$ cat src/rtl/item_note_sequencer_pkg.sv
// ---------------------------------------------------------------------------
// piezo_pkg
// Definitions shared by the note sequencer, the piezo tone generator and the
// vending FSM:
//   - melody ids MEL_NONE (0) and MEL_100W (1) through MEL_PROD3 (6)
//   - NUM_NOTES, the number of notes in every melody
//   - 2-bit sequencer state encoding (IDLE / PLAY / GAP)
//   - ev_winner(): highest-index arbitration over the event strobes
// ---------------------------------------------------------------------------
package piezo_pkg;

  typedef logic [2:0] mel_id_t;
  typedef logic [5:0] ev_vec_t;

  localparam mel_id_t MEL_NONE  = 3'd0;
  localparam mel_id_t MEL_100W  = 3'd1;
  localparam mel_id_t MEL_500W  = 3'd2;
  localparam mel_id_t MEL_1000W = 3'd3;
  localparam mel_id_t MEL_PROD1 = 3'd4;
  localparam mel_id_t MEL_PROD2 = 3'd5;
  localparam mel_id_t MEL_PROD3 = 3'd6;

  localparam int NUM_NOTES = 4;

  localparam logic [1:0] ST_IDLE = 2'd0;
  localparam logic [1:0] ST_PLAY = 2'd1;
  localparam logic [1:0] ST_GAP  = 2'd2;

  // Highest set strobe wins, so product melodies beat coin melodies.
  function automatic mel_id_t ev_winner(input ev_vec_t ev);
    mel_id_t w;
    w = MEL_NONE;
    for (int i = 0; i < 6; i++) begin
      if (ev[i]) begin
        w = mel_id_t'(i + 1);
      end
    end
    return w;
  endfunction

endpackage

$ cat src/rtl/item_note_sequencer_if.sv
// ---------------------------------------------------------------------------
// item_note_sequencer_if
// Bundle between the vending FSM, the note sequencer and the tone generator.
//   ev          : one-cycle event strobes, ev[i-1] requests melody id i
//   abort       : synchronous stop request
//   note_state  : melody id being played, 0 when idle
//   note_played : note index 1..4 while sounding, 0 in gaps and idle
//   busy        : melody in progress
//   done        : one-cycle pulse on normal completion
// Modports:
//   master : the sequencer (consumes ev/abort, drives the note signals)
//   slave  : the environment (drives ev/abort, observes the note signals)
// ---------------------------------------------------------------------------
interface item_note_sequencer_if;
  import piezo_pkg::*;

  ev_vec_t ev;
  logic    abort;
  mel_id_t note_state;
  logic [2:0] note_played;
  logic    busy;
  logic    done;

  modport master (
    input  ev,
    input  abort,
    output note_state,
    output note_played,
    output busy,
    output done
  );

  modport slave (
    output ev,
    output abort,
    input  note_state,
    input  note_played,
    input  busy,
    input  done
  );

endinterface

$ cat src/rtl/item_note_sequencer_timer.sv
// ---------------------------------------------------------------------------
// note_timer
// Loadable down-counter used for both note and gap durations.
//   clk, rst  : clock, asynchronous active-high reset
//   clear     : stop and zero the counter (wins over load)
//   load      : start a new interval lasting load_val+1 cycles
//   load_val  : interval length minus one
//   expire    : high in the final cycle of the running interval
//   zero_next : the counter will sit in its final cycle next clock; lets the
//               parent register an output that lines up with expire
// ---------------------------------------------------------------------------
module note_timer #(
  parameter int W = 8
) (
  input  logic         clk,
  input  logic         rst,
  input  logic         clear,
  input  logic         load,
  input  logic [W-1:0] load_val,
  output logic         expire,
  output logic         zero_next
);

  localparam logic [W-1:0] ONE = W'(1);

  logic [W-1:0] cnt_q, cnt_d;
  logic         run_q, run_d;

  // Next count: clear, reload, or count down and stop once the final cycle passes.
  always_comb begin
    cnt_d = cnt_q;
    run_d = run_q;
    if (clear) begin
      cnt_d = '0;
      run_d = 1'b0;
    end else if (load) begin
      cnt_d = load_val;
      run_d = 1'b1;
    end else if (run_q) begin
      if (cnt_q != '0) begin
        cnt_d = cnt_q - ONE;
      end else begin
        run_d = 1'b0;
      end
    end else begin
      cnt_d = cnt_q;
    end
  end

  // Counter state.
  always_ff @(posedge clk or posedge rst) begin
    if (rst) begin
      cnt_q <= '0;
      run_q <= 1'b0;
    end else begin
      cnt_q <= cnt_d;
      run_q <= run_d;
    end
  end

  assign expire    = run_q && (cnt_q == '0);
  assign zero_next = run_d && (cnt_d == '0);

endmodule

$ cat src/rtl/item_note_sequencer.sv
// ---------------------------------------------------------------------------
// item_note_sequencer
// Turns one-cycle vending events into a timed 4-note melody for the piezo
// tone generator: note 1, gap, note 2, gap, ... note 4, gap, then done.
// Parameters:
//   NOTE_CYCLES : cycles each note sounds (1 .. 2^24-1)
//   GAP_CYCLES  : silent cycles after each note (0 removes the gap states)
// Ports:
//   clk  : system clock
//   rst  : asynchronous reset, active-high
//   bus  : item_note_sequencer_if.master (ev, abort in; note_state,
//          note_played, busy, done out -- all outputs registered)
// Build option:
//   PIEZO_QUEUE_EN : when defined, a one-entry pending slot keeps the latest
//                    request seen while busy and starts it on completion.
//                    Undefined, requests while busy are dropped.
// ---------------------------------------------------------------------------
module item_note_sequencer
  import piezo_pkg::*;
#(
  parameter int NOTE_CYCLES = 250000,
  parameter int GAP_CYCLES  = 25000
) (
  input  logic                  clk,
  input  logic                  rst,
  item_note_sequencer_if.master bus
);

  localparam int MAX_CYCLES = (NOTE_CYCLES > GAP_CYCLES) ? NOTE_CYCLES : GAP_CYCLES;
  localparam int CNT_W      = $clog2(MAX_CYCLES) + 1;

  localparam logic [CNT_W-1:0] NOTE_LOAD = CNT_W'(NOTE_CYCLES - 1);
  localparam logic [CNT_W-1:0] GAP_LOAD  = CNT_W'((GAP_CYCLES > 0) ? GAP_CYCLES - 1 : 0);
  localparam logic [2:0]       LAST_NOTE = 3'(NUM_NOTES);
  // The melody ends in its last gap, or in its last note when there are no gaps.
  localparam logic [1:0]       FINAL_ST  = (GAP_CYCLES > 0) ? ST_GAP : ST_PLAY;

  logic [1:0] state_q, state_d;
  logic [2:0] n_q, n_d;
  mel_id_t    note_state_q, note_state_d;
  logic [2:0] note_played_q, note_played_d;
  logic       busy_q, busy_d;
  logic       done_q, done_d;
  logic       complete_s;

  logic             tmr_clear_s;
  logic             tmr_load_s;
  logic [CNT_W-1:0] tmr_load_val_s;
  logic             tmr_expire_s;
  logic             tmr_zero_next_s;

`ifdef PIEZO_QUEUE_EN
  mel_id_t pend_id_q, pend_id_d;
  logic    pend_v_q, pend_v_d;
`endif

  note_timer #(.W(CNT_W)) u_timer (
    .clk       (clk),
    .rst       (rst),
    .clear     (tmr_clear_s),
    .load      (tmr_load_s),
    .load_val  (tmr_load_val_s),
    .expire    (tmr_expire_s),
    .zero_next (tmr_zero_next_s)
  );

  // Sequencing: state, note index, melody id, pending slot and timer control.
  always_comb begin
    state_d        = state_q;
    n_d            = n_q;
    note_state_d   = note_state_q;
    complete_s     = 1'b0;
    tmr_clear_s    = 1'b0;
    tmr_load_s     = 1'b0;
    tmr_load_val_s = NOTE_LOAD;
`ifdef PIEZO_QUEUE_EN
    pend_id_d      = pend_id_q;
    pend_v_d       = pend_v_q;
`endif

    case (state_q)
      ST_IDLE: begin
        if (bus.ev != 6'd0) begin
          state_d      = ST_PLAY;
          n_d          = 3'd1;
          note_state_d = ev_winner(bus.ev);
          tmr_load_s   = 1'b1;
        end else begin
          state_d = ST_IDLE;
        end
      end
      ST_PLAY: begin
        if (tmr_expire_s) begin
          if (GAP_CYCLES > 0) begin
            state_d        = ST_GAP;
            tmr_load_s     = 1'b1;
            tmr_load_val_s = GAP_LOAD;
          end else if (n_q == LAST_NOTE) begin
            complete_s = 1'b1;
          end else begin
            n_d        = n_q + 3'd1;
            tmr_load_s = 1'b1;
          end
        end else begin
          state_d = ST_PLAY;
        end
      end
      ST_GAP: begin
        if (tmr_expire_s) begin
          if (n_q == LAST_NOTE) begin
            complete_s = 1'b1;
          end else begin
            state_d    = ST_PLAY;
            n_d        = n_q + 3'd1;
            tmr_load_s = 1'b1;
          end
        end else begin
          state_d = ST_GAP;
        end
      end
      default: begin
        state_d      = ST_IDLE;
        n_d          = 3'd0;
        note_state_d = MEL_NONE;
        tmr_clear_s  = 1'b1;
      end
    endcase

`ifdef PIEZO_QUEUE_EN
    // Requests while busy overwrite the pending slot (latest wins).
    if ((state_q != ST_IDLE) && !complete_s && (bus.ev != 6'd0)) begin
      pend_id_d = ev_winner(bus.ev);
      pend_v_d  = 1'b1;
    end else begin
      pend_v_d = pend_v_d;
    end
`endif

    if (complete_s) begin
`ifdef PIEZO_QUEUE_EN
      // A strobe in the completion cycle beats the stored request.
      if ((bus.ev != 6'd0) || pend_v_q) begin
        state_d      = ST_PLAY;
        n_d          = 3'd1;
        note_state_d = (bus.ev != 6'd0) ? ev_winner(bus.ev) : pend_id_q;
        tmr_load_s   = 1'b1;
      end else begin
        state_d      = ST_IDLE;
        n_d          = 3'd0;
        note_state_d = MEL_NONE;
        tmr_clear_s  = 1'b1;
      end
      pend_v_d  = 1'b0;
      pend_id_d = MEL_NONE;
`else
      state_d      = ST_IDLE;
      n_d          = 3'd0;
      note_state_d = MEL_NONE;
      tmr_clear_s  = 1'b1;
`endif
    end else begin
      complete_s = 1'b0;
    end

    // abort outranks both a new request and completion.
    if (bus.abort) begin
      state_d      = ST_IDLE;
      n_d          = 3'd0;
      note_state_d = MEL_NONE;
      tmr_clear_s  = 1'b1;
      tmr_load_s   = 1'b0;
`ifdef PIEZO_QUEUE_EN
      pend_v_d     = 1'b0;
      pend_id_d    = MEL_NONE;
`endif
    end else begin
      tmr_clear_s = tmr_clear_s;
    end

    note_played_d = (state_d == ST_PLAY) ? n_d : 3'd0;
    busy_d        = (state_d != ST_IDLE);
  end

  // done lands in the last cycle of the melody: the timer's look-ahead tells
  // us the next cycle is the final one of the last note's closing phase.
  always_comb begin
    if ((state_d == FINAL_ST) && (n_d == LAST_NOTE) && tmr_zero_next_s) begin
      done_d = 1'b1;
    end else begin
      done_d = 1'b0;
    end
  end

  // Sequencer and output registers.
  always_ff @(posedge clk or posedge rst) begin
    if (rst) begin
      state_q       <= ST_IDLE;
      n_q           <= 3'd0;
      note_state_q  <= MEL_NONE;
      note_played_q <= 3'd0;
      busy_q        <= 1'b0;
      done_q        <= 1'b0;
    end else begin
      state_q       <= state_d;
      n_q           <= n_d;
      note_state_q  <= note_state_d;
      note_played_q <= note_played_d;
      busy_q        <= busy_d;
      done_q        <= done_d;
    end
  end

`ifdef PIEZO_QUEUE_EN
  // Pending request slot.
  always_ff @(posedge clk or posedge rst) begin
    if (rst) begin
      pend_id_q <= MEL_NONE;
      pend_v_q  <= 1'b0;
    end else begin
      pend_id_q <= pend_id_d;
      pend_v_q  <= pend_v_d;
    end
  end
`endif

  assign bus.note_state  = note_state_q;
  assign bus.note_played = note_played_q;
  assign bus.busy        = busy_q;
  assign bus.done        = done_q;

endmodule

$ cat src/flat_wrapper.sv
// flat-port wrapper written by rule: the top's interface ports become plain ports
module item_note_sequencer_flat import piezo_pkg::*;
#(
  parameter int NOTE_CYCLES = 250000,
  parameter int GAP_CYCLES  = 25000
)
  (clk, rst, bus_ev, bus_abort, bus_note_state, bus_note_played, bus_busy, bus_done);
  item_note_sequencer_if bus_i ();
  input  logic clk;
  input  logic rst;
  input wire logic [$bits(bus_i.ev)-1:0] bus_ev;
  input wire logic [$bits(bus_i.abort)-1:0] bus_abort;
  output wire logic [$bits(bus_i.note_state)-1:0] bus_note_state;
  output wire logic [$bits(bus_i.note_played)-1:0] bus_note_played;
  output wire logic [$bits(bus_i.busy)-1:0] bus_busy;
  output wire logic [$bits(bus_i.done)-1:0] bus_done;
  assign bus_i.ev = bus_ev;
  assign bus_i.abort = bus_abort;
  assign bus_note_state = bus_i.note_state;
  assign bus_note_played = bus_i.note_played;
  assign bus_busy = bus_i.busy;
  assign bus_done = bus_i.done;
  item_note_sequencer #(.NOTE_CYCLES(NOTE_CYCLES), .GAP_CYCLES(GAP_CYCLES)) u_core (.clk(clk), .rst(rst), .bus(bus_i));
endmodule
$ cat config.mk
export PLATFORM = sky130hd
export DESIGN_NAME = item_note_sequencer_flat
export DESIGN_NICKNAME = d
export VERILOG_FILES = /design/src/rtl/item_note_sequencer_pkg.sv /design/src/rtl/item_note_sequencer_if.sv /design/src/rtl/item_note_sequencer_timer.sv /design/src/rtl/item_note_sequencer.sv /design/src/flat_wrapper.sv
export SDC_FILE = /design/constraint.sdc
export NUM_CORES = 1
export LEC_CHECK = 0
export CAP_MARGIN = 5
export CELL_PAD_IN_SITES_DETAIL_PLACEMENT = 1
export CELL_PAD_IN_SITES_GLOBAL_PLACEMENT = 1
export CORE_UTILIZATION = 40
export DETAILED_ROUTE_END_ITERATION = 12
export DONT_BUFFER_PORTS = 1
export GPL_ROUTABILITY_DRIVEN = 0
export GPL_TIMING_DRIVEN = 0
export PLACE_DENSITY = 0.64
export SLEW_MARGIN = 20
export SYNTH_ARGS = -nofsm -noshare
export SYNTH_HDL_FRONTEND = slang
export SYNTH_SLANG_ARGS = --single-unit
export TNS_END_PERCENT = 20
$ cat constraint.sdc
create_clock -name clk -period 3.3 [get_ports clk]
set_input_delay 0.33 -clock clk [delete_from_list [all_inputs] [get_ports clk]]
set_output_delay 0.33 -clock clk [all_outputs]
set_load 0.01 [all_outputs]
==> run_results.csv <==
group,metric,value,unit
status,outcome,"finished, final reports clean",
worst_setup_path,crit_path_frequent_cell,"or4_4",
global_routing,grt_max_degree,34,
worst_setup_path,cp-end-kind,"flip-flop",
clocking,htree_levels,2,
power,finalPower,1.16,mW
route,route.met3.wl,188,um
route,vias,1909,
worst_setup_path,cpPeakStageDelay,0.56,ns
placement,dp.cells,299,
route,antenna_left,0,
logic_synthesis,ys_types,45,
clocking,postCtsHoldBufs,0,
timing,fin_crit_sh,96.9,%
timing,final-hold-violation-count,0,
die,io_pins,17,
worst_setup_path,r2r_start,"u_core.u_timer.cnt_q[5]$_DFF_PP0_",
worst_setup_path,cp_max_fo,8,
die,die_h,73.8,um
worst_hold_path,hp-class,"primary input to async pin",
timing,setup_viol,0,
placement,post_dp_cell_area,2150,um2
die,rows,25,
route,dr.first_iter.drc_count,64,
job,maxCapViolCount,0,
logic_synthesis,syn_area_per_cell,8.89,um2
worst_setup_path,rr_worst_depth,7,
die,die_x,73.8,um
cells_and_area,final_cells,316,
logic_synthesis,synthArstFlopShare,100,%
logic_synthesis,yosysSeqAreaShare,40.0,%
logic_synthesis,synth_cells,232,
clocking,clk_latency,0.30,ns
worst_setup_path,r2r-end,"u_core.bus.done$_DFF_PP0_",
timing,holdWs,0.0346,ns
clocking,cts_tree,"yes",
logic_synthesis,synth_seq_cells,33,
cells_and_area,final_area,2460,um2
placement,dp_hpwl,4.65,mm
worst_setup_path,cpMaxStageDelayCell,"or4_4",
die,initial_core_util,42.6,%
die,coreArea,4850,um2
power,peakVddDrop,0.000242,V
cells_and_area,syn_to_final_growth,19.2,%
placement,portBuffers,0,
cells_and_area,finalNetCount,265,
route,highest_layer,"met5",
route,vias_per_cell,6.04,
clocking,cts.sinks,33,
timing,max_freq,313,MHz
global_routing,track_usage,25.9,%
cells_and_area,layout-drive-gt1-share,21.7,%
route,wl_met1,2.76,mm
global_routing,grt_remaining_overflow,0,
power,cellLeakagePower,1.01,nW
worst_setup_path,path_class,"flip-flop to flip-flop",
cells_and_area,layout_commonest_cell,"nor2_1",
worst_setup_path,crit_chain,"or4_4 > or3_4 > o41a_1 > nor4_2 > o2111ai_1 > or4_4 > nor4_4",
clocking,clockRootBuffer,"clkbuf_8",
clocking,clockBufferDepth,2,
worst_setup_path,worstPathArrival,3.39,ns
cells_and_area,num_antenna_cells,0,
worst_setup_path,rrSetupSlack,0.10,ns
timing,slew_headroom,51.3,%
route,drc,0,
logic_synthesis,synth_edf_count,0,
route,first_pass_iters,4,
route,drt_wl_total,6.32,mm
route,post_drt_wl_per_cell,20.0,um
clocking,path_clk_slew,0.08,ns
cells_and_area,final_cell_mix,"nor2_1 (32), dfrtp_1 (31), buf_4 (13)",
timing,slew_violations,0,
timing,skew,0.00987,ns
die,die-area,5450,um2
clocking,cts_buffers,5,
worst_setup_path,cp-start-kind,"flip-flop",
timing,final.min_clock_period,3.20,ns
global_routing,grt_antenna_before_repair,1,
logic_synthesis,synth_warnings,0,
logic_synthesis,synth_ff_type,"dfrtp_1",
power,power_density,471,nW/um2
logic_synthesis,syn_area,2060,um2
timing,tightest_slew,0.729,ns
logic_synthesis,syn-num-nets,249,
route,dr_wl_met2,3.25,mm
worst_setup_path,cp.required,3.49,ns
global_routing,grt_pass1_wl,10.4,mm
global_routing,grt_pass1_vias,2006,
cells_and_area,n_fill_cell,559,
[state kept, by name, indices dropped and copies added, names as in the netlist]
| register | count |
|---|---|
| u_core.state_q | 2 |
| u_core.bus.note_played | 3 |
| u_core.bus.note_state | 3 |
| u_core.u_timer.run_q | 1 |
| u_core.bus.busy | 1 |
| u_core.n_q | 3 |
| u_core.bus.done | 1 |
| u_core.u_timer.cnt_q | 19 |
[worst max path at each step]
stage	to	start	slack, ns
final	u_core.bus.done$_DFF_PP0_	u_core.u_timer.cnt_q[5]$_DFF_PP0_	0.10
after floorplan	u_core.bus.done$_DFF_PP0_	u_core.u_timer.cnt_q[6]$_DFF_PP0_	0.30
after detailed placement	u_core.bus.done$_DFF_PP0_	u_core.state_q[0]$_DFF_PP0_	-0.40
after global placement	u_core.bus.done$_DFF_PP0_	u_core.u_timer.cnt_q[0]$_DFF_PP0_	-0.43
after CTS	u_core.bus.done$_DFF_PP0_	u_core.u_timer.cnt_q[0]$_DFF_PP0_	0.02
after global routing	u_core.bus.done$_DFF_PP0_	u_core.u_timer.cnt_q[0]$_DFF_PP0_	-0.05
[cells by family (layout without fill, tap and decap cells)]
group	count (synthesis)	after routing	share of synthesized area [%]
simple gates	100	100	25.3
compound gates	59	59	20.4
fa+ha+maj	8	8	4.85
buf+inv	20	37	4.00
xor+xnor	10	10	4.24
mux	2	2	1.09
flops	33	33	40.0
[where the power goes]
group	internal (mW)	total [mW]	switching [mW]
Sequential	0.437	0.477	0.0400
Combinational	0.138	0.371	0.233
Clock	0.146	0.309	0.164
Total	0.721	1.16	0.437
[layer usage]
layer  vias up  global-route usage, %
met5         -                      0
met4         2                   8.33
met3        14                   5.08
met2        31                   44.0
met1       969                   32.8
li1        893                      -
[critical path: cells and delay by family (launching register included)]
family,cells,cell delay [ns]
compound gates,2,0.55
flops,1,0.42
simple gates,5,2.11
[layout make-up]
class | count | area (um2) | area share, %
tap | 67 | 83.8 | 3.41
inverter | 12 | 45.0 | 1.83
sequential | 33 | 828 | 33.7
clock buffer | 5 | 68.8 | 2.80
timing repair buffer | 12 | 90.1 | 3.66
multi-input combinational | 179 | 1300 | 52.9
clock inverter | 3 | 17.5 | 0.712
buffer | 5 | 23.8 | 0.967
[synth_stat cells, types with 2 or more instances]
cell	count	share of area (%)
dfrtp_1	33	40
nor2_1	33	6.0
nor3_1	13	3.2
inv_1	12	2.2
a21oi_1	11	2.7
nand2_1	10	1.8
o21ai_0	9	2.2
ha_1	8	4.9
clkbuf_1	7	1.3
nand3_1	7	1.7
nor4_1	7	2.1
or3_1	7	2.1
or4_1	7	2.5
xor2_1	6	2.5
a31oi_1	4	1.2
nand4_1	4	1.2
o2111ai_1	4	1.7
o31ai_1	4	1.5
xnor2_1	4	1.7
a22oi_1	3	1.1
nor2b_1	3	0.91
o21a_1	3	1.1
or2_2	3	0.91
a211o_1	2	0.85
a21boi_0	2	0.73
mux2_2	2	1.1
nor4_2	2	1.2
o21ba_2	2	0.97
o31a_1	2	0.85
o41a_1	2	1.1
o41ai_1	2	0.85
[per-stage QoR]
stage	utilization, %	setup TNS [ns]	setup slack, ns
floorplan	-	0	0.298
global placement	44.3	-0.430	-0.430
detailed placement	44.3	-0.400	-0.400
CTS	47.4	0	0.0154
global route	50.7	-0.0486	-0.0486
finish	50.7	0	0.101
[what timing repair did]
action / in CTS / in global routing
gates cloned: 0 / 0
pin swaps: 2 / 11
setup endpoints to repair: 1 / 1
setup buffers: 1 / 11
resized for setup: 13 / 21
Power figures use the tool's default switching activity.
